File: src/rtl/fp32_pkg.sv
// Shared binary32 constants, operand classification and the multiplier stage record.
package fp32_pkg;
   localparam int          EXP_BIAS = 127;
   localparam int          EXP_MAX  = 255;
   localparam logic [31:0] QNAN     = 32'h7FC00000;
   localparam logic [31:0] POS_INF  = 32'h7F800000;

   typedef struct packed {
      logic        sign;
      logic [7:0]  exp;
      logic [23:0] mant;
      logic        is_zero;
      logic        is_inf;
      logic        is_nan;
      logic        is_snan;
   } fp32_t;

   typedef struct packed {
      logic        special;
      logic [31:0] spec_res;
      logic [3:0]  spec_flags;
      logic        sign;
      logic [9:0]  exp;
      logic [47:0] prod;
   } mul_stage_t;

   // Exponent field 0 covers subnormals too: they are flushed to zero here.
   function automatic fp32_t fp32_unpack(input logic [31:0] x);
      fp32_t u;
      u.sign    = x[31];
      u.exp     = x[30:23];
      u.is_zero = (x[30:23] == 8'd0);
      u.mant    = {~u.is_zero, x[22:0]};
      u.is_inf  = (x[30:23] == 8'hFF) && (x[22:0] == 23'd0);
      u.is_nan  = (x[30:23] == 8'hFF) && (x[22:0] != 23'd0);
      u.is_snan = u.is_nan & ~x[22];
      return u;
   endfunction
endpackage

File: src/rtl/fp32_round_pack.sv
// Normalize, round-to-nearest-even and pack a 48-bit significand whose binary point
// sits below bit 46; exp is the biased exponent for that alignment.
module fp32_round_pack
   import fp32_pkg::*;
(
   input  logic              sign,
   input  logic signed [9:0] exp,
   input  logic [47:0]       mant,
   output logic [31:0]       result,
   output logic              overflow,
   output logic              underflow,
   output logic              inexact
);
   logic [47:0]       norm;
   logic signed [9:0] exp_n;
   logic signed [9:0] exp_r;
   logic              guard, rnd, sticky, rnd_up;
   logic [24:0]       sum;
   logic [22:0]       frac;

   always_comb begin
      norm   = mant[47] ? mant : {mant[46:0], 1'b0};
      exp_n  = mant[47] ? exp + 10'sd1 : exp;
      guard  = norm[23];
      rnd    = norm[22];
      sticky = |norm[21:0];
      rnd_up = guard & (rnd | sticky | norm[24]);
      sum    = {1'b0, norm[47:24]} + {24'd0, rnd_up};
      // A rounding carry leaves 1.000..., so the fraction is all zeros.
      frac   = sum[24] ? sum[23:1] : sum[22:0];
      exp_r  = sum[24] ? exp_n + 10'sd1 : exp_n;

      inexact   = guard | rnd | sticky;
      overflow  = 1'b0;
      underflow = 1'b0;
      result    = {sign, exp_r[7:0], frac};
      if (exp_r >= $signed(10'(EXP_MAX))) begin
         overflow = 1'b1;
         inexact  = 1'b1;
         result   = {sign, POS_INF[30:0]};
      end else if (exp_r <= 10'sd0) begin
         underflow = 1'b1;
         inexact   = 1'b1;
         result    = {sign, 31'd0};
      end
   end
endmodule

File: src/rtl/fp_multiplier_32.sv
// Pipelined binary32 multiplier: classify and 24x24 product, optional product
// register (LATENCY=3), then round/pack into the output register.
module fp_multiplier_32
   import fp32_pkg::*;
#(
   parameter int LATENCY = 2
) (
   input  logic        clk,
   input  logic        rst,
   input  logic        in_valid,
   input  logic [31:0] a,
   input  logic [31:0] b,
   output logic        out_valid,
   output logic [31:0] result,
   output logic [3:0]  flags
);
   fp32_t              ua, ub;
   mul_stage_t         s1_d, s1_q, rp_in;
   logic [LATENCY-2:0] vld_d, vld_q;
   logic [31:0]        rp_result;
   logic               rp_ovf, rp_unf, rp_inx;
   logic               out_valid_d, out_valid_q;
   logic [31:0]        result_d, result_q;
   logic [3:0]         flags_d, flags_q;

   always_comb begin
      ua            = fp32_unpack(a);
      ub            = fp32_unpack(b);
      s1_d          = '0;
      s1_d.sign     = ua.sign ^ ub.sign;
      s1_d.exp      = 10'(ua.exp) + 10'(ub.exp) - 10'(EXP_BIAS);
      s1_d.prod     = 48'(ua.mant) * 48'(ub.mant);
      s1_d.special  = 1'b1;
      if (ua.is_nan | ub.is_nan) begin
         s1_d.spec_res   = QNAN;
         s1_d.spec_flags = {ua.is_snan | ub.is_snan, 3'b000};
      end else if ((ua.is_inf & ub.is_zero) | (ub.is_inf & ua.is_zero)) begin
         s1_d.spec_res   = QNAN;
         s1_d.spec_flags = 4'b1000;
      end else if (ua.is_inf | ub.is_inf) begin
         s1_d.spec_res = {s1_d.sign, POS_INF[30:0]};
      end else if (ua.is_zero | ub.is_zero) begin
         s1_d.spec_res = {s1_d.sign, 31'd0};
      end else begin
         s1_d.special = 1'b0;
      end
      vld_d    = vld_q << 1;
      vld_d[0] = in_valid;
   end

   always_ff @(posedge clk or posedge rst) begin
      if (rst) begin
         s1_q  <= '0;
         vld_q <= '0;
      end else begin
         s1_q  <= s1_d;
         vld_q <= vld_d;
      end
   end

   generate
      if (LATENCY == 3) begin : g_prod_reg
         mul_stage_t s2_q;
         always_ff @(posedge clk or posedge rst) begin
            if (rst) s2_q <= '0;
            else     s2_q <= s1_q;
         end
         assign rp_in = s2_q;
      end else begin : g_no_prod_reg
         assign rp_in = s1_q;
      end
   endgenerate

   fp32_round_pack u_round_pack (
      .sign      (rp_in.sign),
      .exp       ($signed(rp_in.exp)),
      .mant      (rp_in.prod),
      .result    (rp_result),
      .overflow  (rp_ovf),
      .underflow (rp_unf),
      .inexact   (rp_inx)
   );

   always_comb begin
      out_valid_d = vld_q[LATENCY-2];
      result_d    = result_q;
      flags_d     = flags_q;
      if (vld_q[LATENCY-2]) begin
         if (rp_in.special) begin
            result_d = rp_in.spec_res;
            flags_d  = rp_in.spec_flags;
         end else begin
            result_d = rp_result;
            flags_d  = {1'b0, rp_ovf, rp_unf, rp_inx};
         end
      end
   end

   always_ff @(posedge clk or posedge rst) begin
      if (rst) begin
         out_valid_q <= 1'b0;
         result_q    <= '0;
         flags_q     <= '0;
      end else begin
         out_valid_q <= out_valid_d;
         result_q    <= result_d;
         flags_q     <= flags_d;
      end
   end

   assign out_valid = out_valid_q;
   assign result    = result_q;
   assign flags     = flags_q;
endmodule

File: config.mk
export PLATFORM = sky130hd
export DESIGN_NAME = fp_multiplier_32
export DESIGN_NICKNAME = d
export VERILOG_FILES = /design/src/rtl/fp32_pkg.sv /design/src/rtl/fp32_round_pack.sv /design/src/rtl/fp_multiplier_32.sv
export SDC_FILE = /design/constraint.sdc
export NUM_CORES = 2
export LEC_CHECK = 0
export ABC_AREA = 1
export BUFFER_PORTS_ARGS = -buffer_cell sky130_fd_sc_hd__buf_2
export CAP_MARGIN = 20
export CORE_MARGIN = 4
export CORE_UTILIZATION = 38
export DETAILED_ROUTE_END_ITERATION = 10
export PLACE_DENSITY = 0.66
export SLEW_MARGIN = 20
export SYNTH_ARGS = -nofsm -noshare
export SYNTH_HDL_FRONTEND = slang
export SYNTH_SLANG_ARGS = --single-unit
File: constraint.sdc
create_clock -name clk -period 6.6 [get_ports clk]
set_input_delay 0 -clock clk [delete_from_list [all_inputs] [get_ports clk]]
set_output_delay 0 -clock clk [all_outputs]
set_load 0.05 [all_outputs]
### After elaboration in Yosys (flattened, before gate mapping)

Index checks and enable logic that the tools add are counted.

* output and inout port bits: 37
* logic and storage cells: 72
* input bits: 67
* register bits: 134

* add/sub/neg operators: 5
* bitwise operators: 19
* mux-type cells: 22
* $mul: 1
* reduce and logical (&&, ||, !) cells: 11
* magnitude comparators: 2
* eq/ne operators: 2

Operators with widths (number)
* $mux 32: 4
* $mux 31: 2
* $mul 24x24->48: 1
* $mux 48: 1
* $logic_not 23->1: 2
* $reduce_bool 23->1: 2
* $mux 36: 1
* $add 24x1->25: 1
* $mux 23: 1
* $reduce_or 22->1: 1
* $add 10x2->10 const B: 2
* $mux 10: 2
* $eq 8x8->1 const B: 2
* $logic_not 8->1: 2
* $ge 10x9->1 const B: 1
* $le 10x1->1 const B: 1
* $sub 9x7->10 const B: 1
* $add 8x8->9: 1
* $mux 1: 9
* $or 1x1->1: 9
* $mux 4: 2
* $and 1x1->1: 5
* $logic_and 1x1->1: 4
* $not 1->1: 4
* $xor 1x1->1: 1

### Logic depth before layout (Yosys ltp)

* word-level depth: 11
* mapped depth: 30
* mapped depth without buffers: 28

### By module

From an unflattened synthesis, not the netlist that was laid out.

* cell total of the unflattened synthesis: 3537
* area total of the unflattened synthesis: 26105.0 um^2

By module, submodules not included
* fp_multiplier_32: cells each 3073, sequential area each 2552.4 um^2, times used 1, area an instance 23869.1 um^2
* fp32_round_pack: cells each 464, sequential area each 0.0 um^2, times used 1, area an instance 2235.9 um^2

### Least setup slack after synthesis

No wires, ideal clock.

* path kind: input-to-reg
* start point: input a[25]
* end point: register s1_q (netlist bit rp_in[36])
* cell stages on the path: 27
* arrival time: 5.955 ns
* setup slack: 0.521 ns
* required time: 6.476 ns
* library setup time: 0.124 ns
* buffers on the path: 1
* path through: nor2_1 > nand3_1 > nor2_1 > clkbuf_1 > nor2_1 > fa_1 > fa_1 > fa_1 > inv_1 > fa_1 > inv_1 > fa_1 > inv_1 > fa_1 > inv_1 > fa_1 > ha_1 > nand2_1 > nor2_1 > inv_1 > nor2_1 > inv_1 > o21ai_0 > a21oi_1 > o21bai_1 > a21oi_1 > xnor2_1

RTL lines
* from (decl): line fp_multiplier_32.sv:11 `input logic [31:0] a,`
* to (signal assigned): line fp_multiplier_32.sv:53 `s1_q <= '0;`
* to (signal assigned): line fp_multiplier_32.sv:56 `s1_q <= s1_d;`
* to (decl): line fp_multiplier_32.sv:18 `mul_stage_t s1_d, s1_q, rp_in;`

==> impl_metrics.toml <==
[global_route]
grt_usage = 0.200
grt_max_degree = 64
grt-ovfl-total = 0
grt_pass1_wl_um = 113000
grt_pass1_vias = 21000
grt-busiest-layer = "met2"
grt_use_met3 = 0.0325
use_met1 = 0.280
grtUsageMet2 = 0.332
grt_antenna_before_repair = 2

[worst_setup_path]
reg2regPathDepth = 18
cp.arrival_ps = 6420
crit_fanout = 20
endpoint_kind = "register"
worst-setup-path-type = "in -> reg"
critPathRequiredTime_ps = 6830
start_kind = "input port"

[final_layout]
mostFrequentLayoutCells = "883 x inv_1, 860 x nand2_1, 483 x fa_1"
area_growth_pct = 6.99
nets = 4025
layout-drive-gt1-share = 0.0724
final_common_cell = "inv_1"
diodes = 0
fillers = 6600

[timing]
finalSetupViolCount = 0
period_minus_slack_ps = 6180
setup_tns_ps = 0
hold_viol = 0
rsz0062_at_grt = "no"
timing.final.crit_share = 0.937
drv_slew = 0
fmax_mhz = 162
clock_skew_ps = 13.7
maxSlewHeadroom = 0.471
tightestPinTransition_ps = 793

[worst_hold_path]
holdCritPathClass = "in -> reg"
hold_depth = 4

[synthesis]
syn_nets = 3993
ys_seq_area_frac = 0.101
synth_area_um2 = 25200
synth.avg_cell_area_um2 = 7.74
synth-edff-count = 0
synth_cells = 3250
ys_seq_elements = 102
ys_types = 48
yosysWarnings = 0
async_flop_share = 1.00
synth_ff_type = "dfrtp_1"

[detailed_routing]
drc_errors = 0
dr.pass1.iters = 5
via_per_inst = 4.88
routed_wl_um = 69700
final_antenna_net_count = 0
post_drt_wl_per_cell_um = 16.8
vias = 20200
drt_iter0_drc = 1575

[cts]
cts.clk_slew.worst_paths_ps = 70
clock_latency_ps = 350
post_cts_buffers = 0
clockRootBuffer = "clkbuf_16"
cts_sinks = 102
cts_max_level = 3
cts_tree = "built"
numCtsBuffers = 9
clk_path_buf_depth = 2

[die]
die-area_um2 = 70400
ioPinCount = 104
core_area_um2 = 65700
die_w_um = 265
die_y_um = 265
rows = 94
initial_core_util = 0.383

[placed_design]
place.gp.congestion = 0.920
dp.final_hpwl_um = 56400
portBuffers = 103

[outcome]
status = "completed"

[run]
drv_cap = 0
## timing repair
action | in CTS | in global routing
setup endpoints to repair | 0 | 1
hold buffers | 4 | 0
hold endpoints to repair | 42 | 0
gates resized for setup | 0 | 1
## metrics by stage
stage               setup WS, ps  std cells  utilization  hold slack [ps]  area [um^2]
finish                       418       4150        0.409             39.8        26900
global placement            82.5       4131        0.404             89.6        26600
CTS                          460       4150        0.409             29.5        26900
global route                25.0       4150        0.409             42.5        26900
detailed placement          73.4       4131        0.404             90.3        26600
floorplan                    521       3250            -             31.4        25200
## Yosys cell counts, drive strengths merged (22+ instances only)
library cell | count | share of area
a21oi | 70 | 0.014
clkbuf | 136 | 0.020
dfrtp | 102 | 0.10
fa | 483 | 0.38
ha | 193 | 0.096
inv | 888 | 0.13
nand2 | 875 | 0.13
nand3 | 90 | 0.022
nand4 | 22 | 0.0055
nor2 | 164 | 0.027
o21ai | 64 | 0.013
xor2 | 53 | 0.018
## layer usage
metal  routed length [um]  vias up
li1                     -     9387
met4                 1500        2
met1                29900     9965
met2                32900      756
met5                    7        -
met3                 5440      122
## final timing paths
check                          start    endpoint  slack [ps]
max reg2reg                rp_in[47]  result[13]        2730
max in group asynchronous        rst   rp_in[44]        5160
min                            b[23]   rp_in[48]          40
min in group asynchronous        rst   rp_in[49]         240
min reg2reg                rp_in[58]  result[31]         470
max                            a[10]   rp_in[35]         420
## registers in the layout, indices dropped and copies added, names as in the netlist
name	count
out_valid_d	1
result	32
flags	4
out_valid	1
rp_in	64
## worst max-delay path, stage by stage
cell and delay, ps:
buf_2 560, nand2_1 170, fa_1 570, inv_1 60, fa_1 530, inv_1 50, fa_1 490, fa_1 550
inv_1 50, fa_1 470, inv_1 50, fa_1 470, inv_1 50, fa_1 440, ha_1 370, nand2_1 110
nor2_1 100, inv_1 50, nor2_1 120, o21ai_0 120, o211ai_1 180, a21oi_1 130, o21ai_0 390, nand3_1 160
nand3_1 100, nand2_1 70
## final cells by class
class	instances	area (um^2)	area share
Clock inverter	5	41.3	0.00153
Inverter	889	3340	0.124
Clock buffer	10	239	0.00888
Timing Repair Buffer	166	1010	0.0377
Multi-Input combinational cell	2114	18600	0.693
Tap cell	864	1080	0.0402
Sequential cell	102	2550	0.0948
## cell families (layout without fill, tap and decap cells)
group | count (synthesis) | after routing | share of synthesized area
fa+ha+maj | 676 | 676 | 0.480
mux | 1 | 1 | 0.000398
buf+inv | 1034 | 1070 | 0.157
xor+xnor | 73 | 73 | 0.0254
flops | 102 | 102 | 0.101
simple gates | 1195 | 1195 | 0.197
compound gates | 169 | 169 | 0.0380
Power is left out: the tool's default activity adds up to more than one toggle a clock period on the data nets, which glitch-free logic cannot reach.
